File: config.mk
export PLATFORM = sky130hd
export DESIGN_NAME = if_id_queue
export DESIGN_NICKNAME = d
export VERILOG_FILES = /design/src/rtl/if_id_queue_pkg.sv /design/src/rtl/if_id_queue_storage.sv /design/src/rtl/if_id_queue.sv
export SDC_FILE = /design/constraint.sdc
export NUM_CORES = 1
export LEC_CHECK = 0
export ABC_AREA = 1
export CORE_AREA = 2 2 211 213
export DETAILED_ROUTE_END_ITERATION = 8
export DIE_AREA = 0 0 213 215
export SLEW_MARGIN = 20
export SYNTH_ARGS = -nofsm -noshare
export SYNTH_HDL_FRONTEND = slang
export SYNTH_SLANG_ARGS = --single-unit
File: constraint.sdc
create_clock -name clk -period 9.79 [get_ports clk]
set_input_delay 2.937 -clock clk [delete_from_list [all_inputs] [get_ports clk]]
set_output_delay 2.937 -clock clk [all_outputs]
set_load 0.01 [all_outputs]
File: src/rtl/if_id_queue_pkg.sv
// Shared definitions for the fetch/decode instruction queue.
//  NOP_INSTR         : instruction presented to decode while the queue is empty (addi x0,x0,0)
//  DEF_DATA_WIDTH    : default instruction width
//  DEF_ADDRESS_WIDTH : default pc / pc_plus4 width
package if_id_queue_pkg;

   localparam logic [31:0] NOP_INSTR = 32'h0000_0013;

   localparam int unsigned DEF_DATA_WIDTH    = 32;
   localparam int unsigned DEF_ADDRESS_WIDTH = 32;

   // Width of one stored {pc, pc_plus4, instr} tuple.
   function automatic int unsigned entry_width(int unsigned aw, int unsigned dw);
      return 2 * aw + dw;
   endfunction

endpackage

File: src/rtl/if_id_queue_storage.sv
// Register array holding the queued {pc, pc_plus4, instr} tuples.
//  clk   : rising-edge clock
//  we    : write enable
//  waddr : write index
//  wdata : packed entry to write
//  raddr : read index (asynchronous read)
//  rdata : packed entry at raddr
// Contents are not reset; validity is tracked by the controller's count.
module if_id_queue_storage
   import if_id_queue_pkg::*;
#(
   parameter int unsigned DEPTH   = 4,
   parameter int unsigned WIDTH   = entry_width(DEF_ADDRESS_WIDTH, DEF_DATA_WIDTH),
   parameter int unsigned PTR_W   = $clog2(DEPTH)
) (
   input  logic             clk,
   input  logic             we,
   input  logic [PTR_W-1:0] waddr,
   input  logic [WIDTH-1:0] wdata,
   input  logic [PTR_W-1:0] raddr,
   output logic [WIDTH-1:0] rdata
);

   logic [WIDTH-1:0] mem [DEPTH];

   always_ff @(posedge clk) begin
      if (we) begin
         mem[waddr] <= wdata;
      end
   end

   assign rdata = mem[raddr];

endmodule

File: src/rtl/if_id_queue.sv
// Instruction queue between fetch and decode.
//  clk, rst                     : clock, asynchronous active-low reset
//  push_valid/push_pc/
//  push_pc_plus4/push_instr     : entry offered by fetch
//  flush                        : redirect from execute; discards every entry
//  pop_ready                    : decode accepts the head entry
//  out_valid/out_pc/
//  out_pc_plus4/out_instr       : head entry (NOP and zero pcs when empty)
//  stall_f                      : queue full, fetch must hold its pc
//  count                        : number of occupied entries
module if_id_queue
   import if_id_queue_pkg::*;
#(
   parameter int unsigned DATA_WIDTH    = DEF_DATA_WIDTH,
   parameter int unsigned ADDRESS_WIDTH = DEF_ADDRESS_WIDTH,
   parameter int unsigned DEPTH         = 4
) (
   input  logic                       clk,
   input  logic                       rst,
   input  logic                       push_valid,
   input  logic [ADDRESS_WIDTH-1:0]   push_pc,
   input  logic [ADDRESS_WIDTH-1:0]   push_pc_plus4,
   input  logic [DATA_WIDTH-1:0]      push_instr,
   input  logic                       flush,
   input  logic                       pop_ready,
   output logic                       out_valid,
   output logic [ADDRESS_WIDTH-1:0]   out_pc,
   output logic [ADDRESS_WIDTH-1:0]   out_pc_plus4,
   output logic [DATA_WIDTH-1:0]      out_instr,
   output logic                       stall_f,
   output logic [$clog2(DEPTH+1)-1:0] count
);

   localparam int unsigned PTR_W   = $clog2(DEPTH);
   localparam int unsigned CNT_W   = $clog2(DEPTH + 1);
   localparam int unsigned ENTRY_W = entry_width(ADDRESS_WIDTH, DATA_WIDTH);

   logic [PTR_W-1:0]   wr_ptr_q, wr_ptr_d;
   logic [PTR_W-1:0]   rd_ptr_q, rd_ptr_d;
   logic [CNT_W-1:0]   count_q, count_d;
   logic               push, pop;
   logic [ENTRY_W-1:0] head;

   assign out_valid = (count_q != '0);
   assign stall_f   = (count_q == CNT_W'(DEPTH));
   assign count     = count_q;

   // Full blocks the push even when a pop happens the same cycle.
   assign push = push_valid & ~stall_f & ~flush;
   assign pop  = out_valid & pop_ready & ~flush;

   always_comb begin
      wr_ptr_d = wr_ptr_q;
      rd_ptr_d = rd_ptr_q;
      count_d  = count_q;
      if (flush) begin
         wr_ptr_d = '0;
         rd_ptr_d = '0;
         count_d  = '0;
      end else begin
         if (push) wr_ptr_d = wr_ptr_q + 1'b1;
         if (pop)  rd_ptr_d = rd_ptr_q + 1'b1;
         if (push && !pop)      count_d = count_q + 1'b1;
         else if (pop && !push) count_d = count_q - 1'b1;
      end
   end

   always_ff @(posedge clk or negedge rst) begin
      if (!rst) begin
         wr_ptr_q <= '0;
         rd_ptr_q <= '0;
         count_q  <= '0;
      end else begin
         wr_ptr_q <= wr_ptr_d;
         rd_ptr_q <= rd_ptr_d;
         count_q  <= count_d;
      end
   end

   if_id_queue_storage #(
      .DEPTH (DEPTH),
      .WIDTH (ENTRY_W),
      .PTR_W (PTR_W)
   ) u_storage (
      .clk   (clk),
      .we    (push),
      .waddr (wr_ptr_q),
      .wdata ({push_pc, push_pc_plus4, push_instr}),
      .raddr (rd_ptr_q),
      .rdata (head)
   );

   always_comb begin
      out_pc       = '0;
      out_pc_plus4 = '0;
      out_instr    = DATA_WIDTH'(NOP_INSTR);
      if (out_valid) begin
         out_pc       = head[ENTRY_W-1 -: ADDRESS_WIDTH];
         out_pc_plus4 = head[DATA_WIDTH +: ADDRESS_WIDTH];
         out_instr    = head[DATA_WIDTH-1:0];
      end
   end

endmodule

==> impl_metrics.yaml, run 1 <==
worst_setup_path:
  worst_ep_arrival_time_ns: 4.06
  worst-path-buf-inv: 4
  r2r_end: "u_storage.mem[3][8]$_DFFE_PP_"
  worstSetupStartpoint: "rd_ptr_q[0]$_DFFE_PN0P_"
  crit_slowest_cell: "buf_4"
  worstSetupPathType: "reg -> out"
  cp-end-kind: "output port"
  rrSetupSlack_ns: 6.35
  slowest_delay_ns: 0.84
  cp_cell_sequence: "buf_16, inv_6, buf_4, o21ai_1, a21oi_1, clkdlybuf4s50_1"
  startpoint_type: "flop"
  required_ns: 6.85
  rr_worst_depth: 8
  worstReg2RegStart: "count[1]$_DFFE_PN0P_"
  cp_top_family: "buffers and inverters"
  crit_fanout: 102
global_route:
  grt_max_degree: 103
  grt_pass1_vias: 9497
  antenna_found_initial: 2
  busiest_layer: "met2"
  grt_pass1_wl_um: 55970
  grt.total_usage_pct: 15.98
  grt_use_met2_pct: 27.21
  grt_util_met1_pct: 20.88
  use_met3_pct: 3.098
  globalRouteOverflowTotal: 0
finish:
  fillers: 3937
  drive_gt1_share_pct: 6.166
  multiInputGateArea_um2: 3177
  design_area_um2: 19150
  syn_to_final_growth_pct: 23.90
  final_util_pct: 43.88
  nets: 1486
  final_common_cell: "nor2_1"
  layout_common_cells: "nor2_1 (385), edfxtp_1 (384), clkdlybuf4s50_1 (201)"
  fin_cells: 2004
  register_area_um2: 11710
synthesis:
  syn_inst: 1196
  yosys_register_bits: 391
  synthXorXnorAreaFrac_pct: 0.05666
  syn_avg_cell_area_um2: 12.92
  synth_seq_area_share_pct: 75.73
  synth_top_family_by_area: "simple AND/OR/NAND/NOR gates"
  synth-simple-area-share_pct: 10.26
  synth_mux_area_share_pct: 0
  ys_types: 24
  ys_warn_count: 0
  synth_fa_ha_area_share_pct: 0.4533
  synth_nets: 1302
  synth-compound-area-share_pct: 9.584
  synth_area_um2: 15460
floorplanning:
  rows: 77
  die_w_um: 213
  dieArea_um2: 45800
  core_um2: 43640
  fp.dieH_um: 215
  pin_count: 202
  start_util_pct: 35.42
clock_network:
  cts_made_buffers: 41
  post_cts_buffers: 0
  cts-root-buf: "clkbuf_16"
  clkTransAtPathRegs_ns: 0.06
  clk_latency_ns: 0.53
  cts_tree: "yes"
  cts_resized: 0
  hold_buffers: 0
  numClockSinks: 391
  clockBufferDepth: 3
  cts.htree.levels: 2
drt:
  firstDrtPassIters: 5
  drc: 0
  via_count: 9629
  drt_iter0_drc: 685
  wl_per_cell_um: 18.32
  drt_wl_total_um: 36720
  final_antenna_net_count: 0
  vias_per_cell: 4.805
job:
  maxCapViolCount: 0
sta:
  fin_worst_skew_ns: 0.01166
  hold_violations: 0
  tns_ns: 0
  fin_crit_sh_pct: 71.51
  slew_violations: 0
  worst_pin_slew_ns: 1.061
  slew_headroom_pct: 29.29
  max_freq_mhz: 142.8
  period_needed_ns: 7.001
  hold_slack_ns: 0.6146
  rsz0062_at_grt: "false"
  setup_violations: 0
power:
  ir_drop_v: 0.0001593
  leakagePower_uw: 0.006364
  p_per_area_nw_per_um2: 273.7
min_path:
  min_from: "count[0]$_DFFE_PN0P_"
  hold_class: "reg -> reg"
  holdPathStages: 2
  holdPathEnd: "count[0]$_DFFE_PN0P_"
placement:
  globalplace.congestion: 0.7153
  place_inst: 1928
  placed_area_um2: 17820
  dpl.hpwl_um: 20270
  port_buffers: 201
status:
  status: "complete, no violations"
-- cells in the mapped netlist --
library cell | number | area, um^2
fa_1 | 1 | 20.02
clkbuf_1 | 14 | 52.55
clkbuf_2 | 15 | 75.07
buf_2 | 9 | 45.04
inv_2 | 4 | 15.01
buf_6 | 24 | 270.3
a21oi_1 | 97 | 485.5
nand2_4 | 2 | 22.52
inv_1 | 15 | 56.30
buf_4 | 12 | 90.09
xor2_1 | 1 | 8.760
a21oi_2 | 1 | 8.760
nand3_2 | 1 | 10.01
o21ai_1 | 85 | 425.4
nand3_1 | 3 | 15.01
nor2_1 | 389 | 1460
ha_1 | 4 | 50.05
dfrtp_1 | 7 | 175.2
nand2_1 | 16 | 60.06
nor2_4 | 1 | 11.26
o21ai_0 | 107 | 535.5
nand3b_1 | 1 | 7.510
edfxtp_1 | 384 | 11530
o311ai_1 | 3 | 26.28
-- area by class of cell --
cell class,count,area share [%]
antenna,1,0.01307
clock buffer,54,5.886
clock inverter,20,0.9081
inverter,19,0.4181
multi-input combinational,712,16.59
sequential,391,61.16
tap,592,3.868
timing repair buffer,215,11.16
-- power breakdown --
| group | switching, uW | leakage [uW] | internal, uW | total, uW |
|---|---|---|---|---|
| logic | 1020 | 0.00215 | 726 | 1740 |
| registers | 53.8 | 0.00358 | 1950 | 2010 |
| clock network | 604 | 0.000641 | 889 | 1490 |
-- worst reg2reg max path: cells and delay by family, from the launching register on --
kind | cells | cell delay, ns
buf+inv | 3 | 1.59
flops | 1 | 0.44
simple gates | 5 | 1.02
-- state kept, by name (all words and copies together), names as in the netlist --
| register | flops |
|---|---|
| u_storage.mem | 384 |
| count | 3 |
| rd_ptr_q | 2 |
| wr_ptr_q | 2 |
-- per-stage QoR --
stage	total power, uW	setup WS [ns]
after floorplan	2998	1.936
after global placement	3801	3.189
after detailed placement	3812	3.092
after CTS	5322	2.497
after global routing	5525	2.468
final	5242	2.789
-- layer usage --
metal  part of all wire (%)  up-vias
li1                       -     4607
met1                     43     4702
met2                     50      269
met3                    5.6       49
met4                    1.8        2
met5                  0.035        -
-- worst max-delay path by stage --
stage	end	slack, ns	depth (start not counted)
2_1_floorplan	u_storage.mem[0][0]$_DFFE_PP_	1.94	4
4_1_cts	out_instr[2]	2.50	5
5_1_grt	out_instr[24]	2.47	6
3_3_place_gp	out_instr[11]	3.19	5
3_5_place_dp	out_instr[2]	3.09	5
6_report	out_instr[14]	2.79	6
-- cells by family after synthesis --
family,Yosys count
AND/OR/NAND/NOR,413
flip-flops,391
XOR/XNOR,1
adder cells (fa/ha/maj),5
AO/OA/AOI/OAI,293
buffers and inverters,93
Power figures use the tool's default switching activity.
==> inputs of run 2 (changes only) <==
clock period = 7.2 ns   (was 9.79 ns; I/O delays follow)
==> run 2 against run 1 <==
Against the previous run: hold slack better by 0.020 ns; global-route usage about the same; die area is the same; cell count hardly changed; total power increased by 35%; clock power up 34%; highest routed layer unchanged; critical endpoint is now out_instr[26]; non-clock buffer count is 3 higher.
==> impl_metrics.yaml, run 2 (synthesized netlist as in run 1, its figures left out) <==
drt:
  drt_wl_total_um: 36600
  wl_per_cell_um: 18.25
  vias_per_cell: 4.807
  via_count: 9639
  final_antenna_net_count: 0
  firstDrtPassIters: 5
  drt_iter0_drc: 581
  drc: 0
global_route:
  grt_util_met1_pct: 20.59
  grt_max_degree: 139
  grt_pass1_vias: 9505
  busiest_layer: "met2"
  globalRouteOverflowTotal: 0
  use_met3_pct: 2.908
  grt_use_met2_pct: 27.17
  grt.total_usage_pct: 15.96
  antenna_found_initial: 2
  grt_pass1_wl_um: 55520
placement:
  globalplace.congestion: 0.7488
  port_buffers: 201
  dpl.hpwl_um: 20480
worst_setup_path:
  cp-end-kind: "output port"
  rr_worst_depth: 7
  crit_fanout: 138
  required_ns: 5.04
  worstSetupPathType: "reg -> out"
  worstReg2RegStart: "count[0]$_DFFE_PN0P_"
  startpoint_type: "flop"
  worstSetupStartpoint: "rd_ptr_q[0]$_DFFE_PN0P_"
  worst_ep_arrival_time_ns: 3.61
min_path:
  holdPathStages: 2
  min_from: "count[1]$_DFFE_PN0P_"
  hold_class: "reg -> reg"
clock_network:
  clk_latency_ns: 0.55
  post_cts_buffers: 0
  cts_made_buffers: 42
  clkTransAtPathRegs_ns: 0.06
  clockBufferDepth: 3
  hold_buffers: 0
  numClockSinks: 391
  cts_tree: "yes"
  cts_resized: 0
  cts.htree.levels: 2
  cts-root-buf: "clkbuf_16"
sta:
  hold_violations: 0
  rsz0062_at_grt: "false"
  slew_headroom_pct: 30.52
  fin_crit_sh_pct: 80.09
  setup_violations: 0
  worst_pin_slew_ns: 1.040
  max_freq_mhz: 173.4
  slew_violations: 0
  fin_worst_skew_ns: 0.01471
  tns_ns: 0
  period_needed_ns: 5.766
power:
  power.total_uw: 7078
  ir_drop_v: 0.0002422
  leakagePower_uw: 0.006365
  p_per_area_nw_per_um2: 369.4
finish:
  drive_gt1_share_pct: 6.161
  final_common_cell: "nor2_1"
  layout_common_cells: "nor2_1 (385), edfxtp_1 (384), clkdlybuf4s50_1 (201)"
  largest_reg_flops: 384
  syn_to_final_growth_pct: 23.95
  largest-register: "u_storage.mem"
  nets: 1490
floorplanning:
  pin_count: 202
  rows: 77
  fp.dieH_um: 215
  dieArea_um2: 45800
  start_util_pct: 35.42
  core_um2: 43640
  die_w_um: 213
status:
  status: "complete, no violations"
job:
  maxCapViolCount: 0
## run 2: layout make-up
cell class              instances  area, um^2
fillers                      3916       24480
flip-flops and latches        391       11710
diodes                          1       2.502
inverters                      19       82.58
multi-input cells             712        3177
clock inverters                21       147.6
repair buffers                218        2190
clock buffers                  51        1106
well taps                     592       740.7
## run 2: per-stage QoR
| stage | cells | util [%] | setup slack [ns] | hold WS, ns | instance area, um^2 |
|---|---|---|---|---|---|
| CTS | 2003 | 43.84 | 1.378 | 0.6423 | 19130 |
| finish | 2005 | 43.90 | 1.434 | 0.6349 | 19160 |
| floorplan | 1196 | - | 0.1228 | 0.5794 | 15460 |
| global placement | 1931 | 40.97 | 2.021 | 0.6169 | 17880 |
| detailed placement | 1931 | 40.97 | 1.989 | 0.6336 | 17880 |
| global route | 2005 | 43.90 | 1.196 | 0.6684 | 19160 |
## run 2: critical path, stage by stage (launching register included)
cell and delay, ns:
dfrtp_4 0.74, inv_6 0.77, buf_4 0.41, o21ai_0 0.13, a21oi_1 0.24, clkdlybuf4s50_1 0.59
## run 2: path summary, 6_finish.rpt
check / end / slack [ns]
max: out_instr[26] / 1.43
min: count[1]$_DFFE_PN0P_ / 0.63
max reg2reg: u_storage.mem[1][55]$_DFFE_PP_ / 4.23
min reg2reg: count[1]$_DFFE_PN0P_ / 0.63
max in group asynchronous: rd_ptr_q[1]$_DFFE_PN0P_ / 5.05
min in group asynchronous: count[2]$_DFFE_PN0P_ / 1.87
## run 2: metal layers
layer,up-vias,wire (um)
met5,-,13
met1,4721,15850
li1,4612,-
met3,45,1923
met2,259,18110
met4,2,703
## run 2: where the power goes
| group | switching (uW) | total [uW] | internal, uW |
|---|---|---|---|
| registers | 93.5 | 2750 | 2650 |
| clock network | 837 | 1990 | 1160 |
| logic | 1340 | 2340 | 991 |
| total | 2280 | 7080 | 4800 |
==> inputs of run 3 (changes only) <==
clock period = 5.5 ns   (was 7.2 ns; I/O delays follow)
==> run 3 against run 2 <==
Against the previous run: global-route usage decreased by 0.43 points; sequential share of layout area down 0.41 points; via count is 0.80% lower; largest cell class unchanged; first-iteration DRC count grew 22%; cell count grew 0.35%; critical endpoint is now out_pc[16]; non-clock buffer count rose by 1.
==> impl_metrics.yaml, run 3 (synthesized netlist as in run 1, its figures left out) <==
status:
  status: "complete, no violations"
clock_network:
  hold_buffers: 0
  cts_resized: 0
  cts.htree.levels: 2
  cts_tree: "yes"
  clockBufferDepth: 3
  cts_made_buffers: 43
  clkTransAtPathRegs_ns: 0.06
  numClockSinks: 391
  clk_latency_ns: 0.56
  post_cts_buffers: 0
  cts-root-buf: "clkbuf_16"
drt:
  drc: 0
  firstDrtPassIters: 6
  met2_wirelength_um: 17040
  wl_met3_um: 2434
  drt_iter0_drc: 708
  wl_per_cell_um: 17.74
  wl_met1_um: 15470
  via_count: 9562
  final_antenna_net_count: 0
  drt_wl_total_um: 35690
  highest_layer: "met4"
  vias_per_cell: 4.752
sta:
  worst_pin_slew_ns: 1.024
  hold_slack_ns: 0.6291
  final.setup.worst_slack_ns: 0.5707
  slew_violations: 0
  setup_violations: 0
  slew_headroom_pct: 31.77
  fin_worst_skew_ns: 0.01726
  max_freq_mhz: 202.9
  hold_violations: 0
  fin_crit_sh_pct: 89.62
  period_needed_ns: 4.929
  rsz0062_at_grt: "false"
finish:
  drive_gt1_share_pct: 6.413
  fin_cells: 2012
  final_common_cell: "nor2_1"
  fillers: 3890
  nets: 1492
  largest-register: "u_storage.mem"
  largest_reg_flops: 384
  final_util_pct: 44.20
  multiInputGateArea_um2: 3177
  register_area_um2: 11710
  layout_common_cells: "nor2_1 (385), edfxtp_1 (384), clkdlybuf4s50_1 (201)"
  syn_to_final_growth_pct: 24.79
global_route:
  grt_pass1_wl_um: 54410
  grt_pass1_vias: 9367
  antenna_found_initial: 1
  grt_max_degree: 133
  globalRouteOverflowTotal: 0
  grt.total_usage_pct: 15.52
power:
  p_switching_uw: 2973
  leakagePower_uw: 0.006423
  clkPwrFrac_pct: 29.7
  ir_drop_v: 0.0003701
  swShare_pct: 31.41
  comb_power_share_pct: 32.3
  power_frac_seq_pct: 38.0
  p_int_uw: 6492
  p_per_area_nw_per_um2: 490.7
placement:
  place_inst: 1933
  globalplace.congestion: 0.7093
  dpl.hpwl_um: 19560
  port_buffers: 201
  dpl_worst_slack_ns: 1.070
floorplanning:
  die_w_um: 213
  pin_count: 202
  dieArea_um2: 45800
  start_util_pct: 35.42
  core_um2: 43640
  rows: 77
  fp.dieH_um: 215
worst_setup_path:
  startpoint_type: "flop"
  cp-end-kind: "output port"
  worst_ep_arrival_time_ns: 3.28
  required_ns: 3.85
  crit_fanout: 64
  worstSetupPathType: "reg -> out"
min_path:
  hold_class: "reg -> reg"
job:
  maxCapViolCount: 0
[run 3: cell count changes in the layout (fill, tap and decap cells not counted), sizes merged]
cell | before | now
clkinv | 19 | 16
buf | 17 | 18
bufinv | 2 | 4
clkinvlp | 0 | 1
clkbuf | 51 | 56
inv | 19 | 20
[run 3: final cells by class]
class                   count  share of cell area (%)
multi-input cells         712                   16.47
repair buffers            219                   11.39
well taps                 592                   3.840
clock inverters            22                   1.096
diodes                      1                 0.01297
clock buffers              56                   6.052
inverters                  19                  0.4151
flip-flops and latches    391                   60.72
[run 3: worst max-delay path, cell delays in order (launching register included)]
cell and delay, ns:
dfrtp_4 0.75, inv_6 0.49, buf_4 0.45, o21ai_1 0.12, a21oi_1 0.29, clkdlybuf4s50_1 0.60
[run 3: power groups by stage]
stage	clock network [uW]	logic, uW	registers (uW)
CTS	2890	3140	3600
floorplan	0	1730	3610
global placement	0	3110	3660
detailed placement	0	3120	3660
finish	2810	3060	3600
global route	3000	3360	3620
[run 3: path summary, 6_finish.rpt]
| check | startpoint | endpoint | slack [ns] | depth (start not counted) |
|---|---|---|---|---|
| worst max-delay path | rd_ptr_q[0]$_DFFE_PN0P_ | out_pc[16] | 0.57 | 5 |
| worst min-delay path | count[0]$_DFFE_PN0P_ | count[0]$_DFFE_PN0P_ | 0.63 | 2 |
| worst max register to register | count[0]$_DFFE_PN0P_ | u_storage.mem[0][55]$_DFFE_PP_ | 3.01 | 7 |
| worst min register to register | count[0]$_DFFE_PN0P_ | count[0]$_DFFE_PN0P_ | 0.63 | 2 |
| max in group asynchronous | rst | rd_ptr_q[0]$_DFFE_PN0P_ | 3.74 | 1 |
| min in group asynchronous | rst | count[2]$_DFFE_PN0P_ | 1.41 | 1 |
[run 3: metal layers]
layer	global-route usage (%)	up-vias
met5	0	-
met4	4.755	0
met3	3.989	62
met2	25.75	258
met1	19.91	4619
li1	-	4623
[run 3: stage by stage]
step	setup TNS, ns	total power, uW	area (um^2)
3_5_place_dp	0	6777	17910
6_report	0	9465	19290
2_1_floorplan	-409.82	5337	15460
5_1_grt	0	9982	19290
3_3_place_gp	0	6762	17910
4_1_cts	0	9625	19290
